===== src/rtl/sweep_pkg.sv =====
// Shared encodings and payload types for the frequency sweep controller.
package sweep_pkg;

    localparam int unsigned FREQ_W = 32;

    typedef enum logic {
        IDLE = 1'b0,
        RUN  = 1'b1
    } state_t;

    localparam logic [1:0] MODE_SINGLE = 2'b00;
    localparam logic [1:0] MODE_REPEAT = 2'b01;
    localparam logic [1:0] MODE_TRI    = 2'b10;

    typedef struct packed {
        logic [FREQ_W-1:0] f_start;
        logic [FREQ_W-1:0] f_stop;
        logic [FREQ_W-1:0] f_step;
    } sweep_cfg_t;

endpackage


===== src/rtl/sweep_next_freq.sv =====
// Combinational next sweep point: 33-bit step toward a destination, clamped, plus end detect.
module sweep_next_freq
    import sweep_pkg::*;
(
    input  logic [FREQ_W-1:0] cur,
    input  logic [FREQ_W-1:0] target,
    input  logic [FREQ_W-1:0] other,
    input  logic [FREQ_W-1:0] step,
    input  logic              bounce,
    output logic [FREQ_W-1:0] nxt,
    output logic              at_end
);

    logic [FREQ_W-1:0] dest;
    logic [FREQ_W:0]   sum;
    logic [FREQ_W:0]   diff;

    always_comb begin
        at_end = (cur == target);
        // At an end point a bouncing sweep heads back toward the opposite end.
        dest   = (at_end && bounce) ? other : target;
        sum    = {1'b0, cur} + {1'b0, step};
        diff   = {1'b0, cur} - {1'b0, step};
        nxt    = dest;
        if (dest >= cur) begin
            if ((step != '0) && (sum < {1'b0, dest}))
                nxt = sum[FREQ_W-1:0];
        end else begin
            if ((step != '0) && !diff[FREQ_W] && (diff[FREQ_W-1:0] > dest))
                nxt = diff[FREQ_W-1:0];
        end
    end

endmodule


===== src/rtl/sweep_ctrl.sv =====
// Frequency sweep controller: steps a frequency word between two end points with a per-point dwell.
module sweep_ctrl
    import sweep_pkg::*;
#(
    parameter int unsigned DWELL_W = 16
) (
    input  logic               clk,
    input  logic               rst,
    input  logic               start,
    input  logic               abort,
    input  logic [FREQ_W-1:0]  f_start,
    input  logic [FREQ_W-1:0]  f_stop,
    input  logic [FREQ_W-1:0]  f_step,
    input  logic [DWELL_W-1:0] dwell,
    input  logic [1:0]         mode,
    output logic [FREQ_W-1:0]  freq,
    output logic               step_strobe,
    output logic               busy,
    output logic               done
);

    state_t             state, state_nxt;
    sweep_cfg_t         cfg, cfg_nxt;
    logic [DWELL_W-1:0] dwell_q, dwell_nxt;
    logic [1:0]         mode_q, mode_nxt;
    logic               toward_stop, toward_stop_nxt;
    logic [DWELL_W-1:0] cnt, cnt_nxt;
    logic [FREQ_W-1:0]  freq_nxt;
    logic               strobe_nxt;
    logic               done_nxt;

    logic [FREQ_W-1:0]  target_c;
    logic [FREQ_W-1:0]  other_c;
    logic [FREQ_W-1:0]  step_freq_c;
    logic               at_end_c;
    logic               expire_c;

    assign target_c = toward_stop ? cfg.f_stop  : cfg.f_start;
    assign other_c  = toward_stop ? cfg.f_start : cfg.f_stop;
    // A zero dwell behaves as a one-cycle dwell.
    assign expire_c = (dwell_q == '0) || (cnt == dwell_q - DWELL_W'(1));

    sweep_next_freq u_next (
        .cur    (freq),
        .target (target_c),
        .other  (other_c),
        .step   (cfg.f_step),
        .bounce (mode_q == MODE_TRI),
        .nxt    (step_freq_c),
        .at_end (at_end_c)
    );

    always_ff @(posedge clk) begin
        if (rst) begin
            state       <= IDLE;
            cfg         <= '0;
            dwell_q     <= '0;
            mode_q      <= MODE_SINGLE;
            toward_stop <= 1'b1;
            cnt         <= '0;
            freq        <= '0;
            step_strobe <= 1'b0;
            busy        <= 1'b0;
            done        <= 1'b0;
        end else begin
            state       <= state_nxt;
            cfg         <= cfg_nxt;
            dwell_q     <= dwell_nxt;
            mode_q      <= mode_nxt;
            toward_stop <= toward_stop_nxt;
            cnt         <= cnt_nxt;
            freq        <= freq_nxt;
            step_strobe <= strobe_nxt;
            busy        <= (state_nxt == RUN);
            done        <= done_nxt;
        end
    end

    always_comb begin
        state_nxt       = state;
        cfg_nxt         = cfg;
        dwell_nxt       = dwell_q;
        mode_nxt        = mode_q;
        toward_stop_nxt = toward_stop;
        cnt_nxt         = cnt;
        freq_nxt        = freq;
        strobe_nxt      = 1'b0;
        done_nxt        = 1'b0;

        unique case (state)
            IDLE: begin
                if (start && !abort) begin
                    cfg_nxt         = '{f_start: f_start, f_stop: f_stop, f_step: f_step};
                    dwell_nxt       = dwell;
                    mode_nxt        = mode;
                    toward_stop_nxt = 1'b1;
                    cnt_nxt         = '0;
                    freq_nxt        = f_start;
                    strobe_nxt      = 1'b1;
                    state_nxt       = RUN;
                end
            end
            RUN: begin
                if (abort) begin
                    state_nxt = IDLE;
                end else if (expire_c) begin
                    cnt_nxt    = '0;
                    strobe_nxt = 1'b1;
                    if (!at_end_c) begin
                        freq_nxt = step_freq_c;
                    end else if (mode_q == MODE_REPEAT) begin
                        freq_nxt = cfg.f_start;
                    end else if (mode_q == MODE_TRI) begin
                        freq_nxt        = step_freq_c;
                        toward_stop_nxt = !toward_stop;
                    end else begin
                        strobe_nxt = 1'b0;
                        done_nxt   = 1'b1;
                        state_nxt  = IDLE;
                    end
                end else begin
                    cnt_nxt = cnt + DWELL_W'(1);
                end
            end
            default: state_nxt = IDLE;
        endcase
    end

endmodule


===== config.mk =====
export PLATFORM = sky130hd
export DESIGN_NAME = sweep_ctrl
export DESIGN_NICKNAME = d
export VERILOG_FILES = /design/src/rtl/sweep_pkg.sv /design/src/rtl/sweep_next_freq.sv /design/src/rtl/sweep_ctrl.sv
export SDC_FILE = /design/constraint.sdc
export NUM_CORES = 1
export LEC_CHECK = 0
export CAP_MARGIN = 0
export CORE_MARGIN = 10
export CORE_UTILIZATION = 52
export DETAILED_ROUTE_END_ITERATION = 16
export GPL_ROUTABILITY_DRIVEN = 0
export MAX_ROUTING_LAYER = met4
export PLACE_DENSITY = 0.74
export SYNTH_ARGS = -nofsm -noshare
export SYNTH_HDL_FRONTEND = slang
export SYNTH_SLANG_ARGS = --single-unit

===== constraint.sdc =====
create_clock -name clk -period 11.1 [get_ports clk]
set_clock_uncertainty 0.2 [all_clocks]
set_input_delay 2.22 -clock clk [delete_from_list [all_inputs] [get_ports clk]]
set_output_delay 2.22 -clock clk [all_outputs]
set_load 0.05 [all_outputs]

---- After elaboration in Yosys (flattened, before gate mapping) ----
Cells that the tools add are included.
word-level totals
  input port bits ......................... 118
  latch bits .............................. 0
  memories ................................ 0
  output and inout port bits .............. 35
  register bits after elaboration ......... 166
  logic and storage cells ................. 83
  bits in read-only memories .............. 0
  RAM bits ................................ 0
cells by class
  bitwise logic cells ..................... 3
  div/mod/pow operators ................... 0
  multiplexer cells ....................... 35
  eq/ne operators ......................... 11
  multipliers ............................. 0
  reduce and logical (&&, ||, !) cells .... 16
  magnitude comparators ................... 3
  shifts and indexed selects .............. 0
  add/sub/neg operators ................... 4
operator list
  kind                   count
  $mux 32                12
  $pmux 32 s2            1
  $mux 16                3
  $add 32x32->33         1
  $lt 33x32->1           1
  $sub 32x32->33         1
  $eq 32x32->1           1
  $ge 32x32->1           1
  $gt 32x32->1           1
  $pmux 16 s2            1
  $reduce_bool 32->1     1
  $add 16x1->16 const B  1
  $eq 16x16->1           1
  $logic_not 16->1       1
  $sub 16x1->16 const B  1
  $mux 1                 15
  $ne 2x1->1 const B     3
  $ne 2x2->1 const B     3
  $pmux 1 s2             3
  $reduce_and 6->1       1
  $reduce_or 6->1        1
  $logic_and 1x1->1      5
  $ne 4x2->1 const B     1
  $reduce_and 2->1       2
  6 further kinds        10

---- Longest topological paths before layout ----
  word-level depth ........................ 14
  gate-level depth with buffers ........... 27

---- Modules after synthesis ----
A second synthesis with hierarchy kept.
second synthesis, totals
  cell total of the unflattened synthesis .. 1,944
  area, all modules ....................... 14,821.7 um^2
by module, submodules not included
  module           instances  area each (um^2)  cells each
  sweep_ctrl       1          7,995.2           992
  sweep_next_freq  1          6,826.5           952

---- Least setup slack after synthesis ----
Ideal clock, no wire load.
  path type ............................... flip-flop to flip-flop
  from .................................... register toward_stop
  to ...................................... register freq[1]
  stages on the path, launching flop included .. 28
  setup time .............................. 136 ps
  clock period less this slack ............ 5,862 ps
  setup slack ............................. 5,238 ps
  arrival time ............................ 5,527 ps
  cell sequence ........................... dfxtp_1 -> buf_6 -> buf_2 -> mux2i_1 -> xnor2_1 -> nor4_1 -> nand4_1 -> nor3_4 -> xnor2_2 -> buf_2 -> buf_2 -> mux2i_1 -> inv_1 -> ha_1 -> a21o_1 -> a21o_1 -> a21o_1 -> a211oi_1 -> o21ai_0 -> a221o_1 -> a31oi_1 -> o2111a_1 -> and3_1 -> buf_6 -> nor2_4 -> buf_2 -> a22oi_1 -> a211oi_1
on the way
  longest elaborated chain between the ends .. 14
  elaborated cells on any way between the ends .. 21
  classes of those cells .................. order compare (3); eq/ne (2); mux (12); reduce/logical (4)
ends and longest elaborated chain
  item                                          RTL line                                      source
  start, declared                               sweep_ctrl.sv:26                              logic toward_stop, toward_stop_nxt;
  start signal, assigned                        sweep_ctrl.sv:70                              toward_stop <= toward_stop_nxt;
  $mux 32                                       sweep_ctrl.sv:38                              assign target_c = toward_stop ? cfg.f_stop : cfg.f_start;
  $eq 32x32->1                                  sweep_next_freq.sv:19                         at_end = (cur == target);
  $logic_and 1x1->1                             sweep_next_freq.sv:21                         dest = (at_end && bounce) ? other : target;
  $mux 32                                       sweep_next_freq.sv:21
  $lt 33x32->1 or $gt 32x32->1 (tied branches)  sweep_next_freq.sv:26, sweep_next_freq.sv:29
  $logic_and 1x1->1, on equally long branches   sweep_next_freq.sv:26, sweep_next_freq.sv:29
  $mux 32, on equally long branches             sweep_next_freq.sv:26, sweep_next_freq.sv:29
  $mux 32                                       sweep_next_freq.sv:25                         if (dest >= cur) begin
  $mux 32                                       sweep_ctrl.sv:113                             end else if (mode_q == MODE_TRI) begin
  $mux 32                                       sweep_ctrl.sv:111                             end else if (mode_q == MODE_REPEAT) begin
  $mux 32                                       sweep_ctrl.sv:109                             if (!at_end_c) begin
  $mux 32                                       sweep_ctrl.sv:106                             end else if (expire_c) begin
  $mux 32                                       sweep_ctrl.sv:104                             if (abort) begin
  $pmux 32 s2                                   sweep_ctrl.sv:90                              unique case (state)
  end signal, assigned                          sweep_ctrl.sv:72                              freq <= freq_nxt;
  end, declared                                 sweep_ctrl.sv:16                              output logic [FREQ_W-1:0] freq,
Several ways; a longest one is shown, not always the timed one. The select of a mux whose other input is x is not followed.
A chain may end at the register's enable or synchronous reset.

---- Final worst setup path ----
  from .................................... register toward_stop
  to ...................................... register freq[28]
The elaborated chain is that of the path after synthesis.

==> impl_metrics.csv <==
group,metric,value,unit
logic_synthesis,seq_area_frac_synth,22.97,%
clocking,clock_tree.buffer_depth,2,
pwr,pwr-share-comb,43.0,%
clocking,numCtsBuffers,17,
pwr,switching_power,0.9301,mW
clocking,cts_tree,"built",
status,status,"finished clean",
clocking,cts-hold-fix-buffers,0,
clocking,clk_pin_slew,80,ps
timing,fin_crit_sh,75.37,%
routing,wl,48.22,mm
floorplanning,initial_core_util,52.36,%
routing,ant_nets,0,
cells_and_area,diodes,0,
timing,hold_viol,0,
pwr,leakage,6.984,nW
logic_synthesis,synth_nets,2233,
worst_setup_path,start_kind,"register",
clocking,root_buffer,"clkbuf_16",
worst_setup_path,critPathKind,"register to register",
pwr,seqPwrFrac,30.0,%
pwr,clkPwrFrac,27.0,%
pwr,peakVddDrop,0.1092,mV
pwr,finalPower,2.241,mW
min_path,hold_class,"register to register",
timing,slew_viol_final,0,
global_routing,grt_usage,27.27,%
pwr,power_density,134.1,nW/um^2
pwr,p_sw_share,41.51,%
place,io_buffers,152,
cells_and_area,final_common_cell,"nand2_1",
clocking,post_cts_buffers,0,
timing,fmax,119.5,MHz
cells_and_area,drive_gt1_share,3.920,%
routing,first_iter_violations,1546,
timing,max_slew.worst_pin.slew,1358,ps
floorplanning,io-pin-count,153,
logic_synthesis,ys.flop_type,"dfxtp_1",
worst_setup_path,worst-endpoint-arrival,8520,ps
cells_and_area,mostFrequentLayoutCells,"nand2_1, a21oi_1, dfxtp_1",
routing,wl_per_cell,19.93,um
routing,via_count,14760,
worst_setup_path,required,11250,ps
logic_synthesis,synth_area,14470,um^2
floorplanning,core,27630,um^2
logic_synthesis,syn_avg_cell_area,7.415,um^2
pwr,intPower,1.310,mW
worst_setup_path,end_kind,"register",
timing,period_needed,8366,ps
global_routing,grt_max_degree,69,
routing,viasPerCell,6.103,
place,hpwlAfterDp,35.82,mm
clocking,cts_sinks,166,
timing,slew_headroom,9.472,%
routing,dr.pass1.iters,5,
logic_synthesis,synth_cell_type_count,80,
cells_and_area,final_util,60.46,%
clocking,clk_latency,460,ps
logic_synthesis,ys_warn_count,0,
timing,fin_ws,2734,ps
cells_and_area,area_delta_synth_final,15.45,%
logic_synthesis,synth_edf_count,0,
floorplanning,die_w,186.8,um
global_routing,grt_pass1_wl,76.19,mm
timing,setup_tns,0,ps
logic_synthesis,async_reset_ff_share,0,%
global_routing,grt-ovfl-total,0,
routing,drc_errors,0,
floorplanning,dieArea,34890,um^2
timing,finalSetupViolCount,0,
floorplanning,rows,61,
logic_synthesis,ys_seq_elements,166,
global_routing,antenna_found_initial,0,
worst_setup_path,cp_max_fo,44,
floorplanning,die_h,186.8,um
logic_synthesis,synth_cells,1951,
place,dp_slack,3103,ps
flow_run,maxCapViolations,0,
clocking,htree_levels,4,
cells_and_area,nNetsFinal,2310,
global_routing,grt_pass1_vias,14000,
timing,rsz0062_at_grt,"false",
clocking,cts_resized,0,
-- final timing paths --
| kind | endpoint | start | slack [ps] | cells past startpoint |
|---|---|---|---|---|
| max | freq[28] | toward_stop | 2730 | 20 |
| min | cfg[61] | cfg[61] | 280 | 2 |
| max reg2reg | freq[28] | toward_stop | 2730 | 20 |
| min reg2reg | cfg[61] | cfg[61] | 280 | 2 |
-- cells in the mapped netlist (17+ instances only) --
library cell | instances | area [um^2]
nor2_1 | 109 | 409.1
ha_1 | 162 | 2027
a21o_1 | 46 | 345.3
nand3_1 | 25 | 125.1
a221oi_1 | 18 | 157.7
o21ai_0 | 74 | 370.4
mux2i_1 | 61 | 610.6
inv_1 | 144 | 540.5
nand2_1 | 304 | 1141
a21oi_1 | 276 | 1381
and3_1 | 17 | 106.4
clkbuf_1 | 85 | 319.1
nand4_1 | 24 | 150.1
o21bai_1 | 23 | 172.7
xnor2_1 | 86 | 753.2
nor4_1 | 26 | 162.7
nor3_1 | 39 | 195.2
dfxtp_1 | 166 | 3323
a211oi_1 | 30 | 225.2
-- layout make-up --
class | count | area, um^2
clock buffer | 19 | 452.9
fill | 2549 | 10930
tap | 378 | 473.0
timing repair buffer | 164 | 1609
multi-input combinational | 1533 | 10170
inverter | 146 | 548.0
sequential | 166 | 3324
clock inverter | 13 | 130.1
-- through the flow --
step | instance area [um^2] | hold WS [ps] | std cells
6_report | 16700 | 284.7 | 2419
5_1_grt | 16700 | 303.4 | 2419
4_1_cts | 16700 | 283.4 | 2419
3_5_place_dp | 16120 | 273.2 | 2387
3_3_place_gp | 16120 | 266.2 | 2387
2_1_floorplan | 14470 | 246.5 | 1951
-- logic make-up after synthesis --
family / after synthesis / share of synthesized area (%)
buffers and inverters: 252 / 6.988
AOI/OAI and AO/OA: 578 / 24.97
and+or+nand+nor: 622 / 19.84
DFF: 166 / 22.97
adders and majority gates: 164 / 14.29
xor gates and xnor gates: 101 / 6.166
muxes: 68 / 4.782
-- flip-flops by register name, indices dropped and copies added (netlist names) --
signal	flops
cnt	16
done	1
toward_stop	1
freq	32
mode_q	2
step_strobe	1
cfg	96
dwell_q	16
state	1
-- critical path: stages, from the launching register on --
cell	delay [ps]
dfxtp_2	1220
mux2i_1	310
xnor2_1	120
nor4_1	470
nand4_1	240
nor3_4	370
xnor2_4	150
buf_4	540
mux2i_1	410
ha_1	310
a21o_1	170
a21o_1	190
a2111oi_0	750
a2111oi_0	260
o21a_1	260
nor4b_4	1020
buf_4	450
inv_1	200
o22ai_1	160
nand3_1	100
a32o_1	270
-- power by group through the flow --
stage	Sequential (mW)	Combinational, mW	Clock (mW)
4_1_cts	0.669	0.938	0.607
3_5_place_dp	0.683	0.929	0
3_3_place_gp	0.682	0.913	0
2_1_floorplan	0.694	0.641	0
6_report	0.671	0.963	0.606
5_1_grt	0.675	1.05	0.632
-- metal layers --
metal / GRT usage [%] / up-vias / part of all wire, %
li1: - / 7074 / -
met1: 33.74 / 6839 / 42
met2: 42.46 / 730 / 45
met3: 6.693 / 121 / 9.7
met4: 9.708 / 0 / 3.1
met5: - / - / 0
No activity file was read; power rests on OpenSTA's default activity.
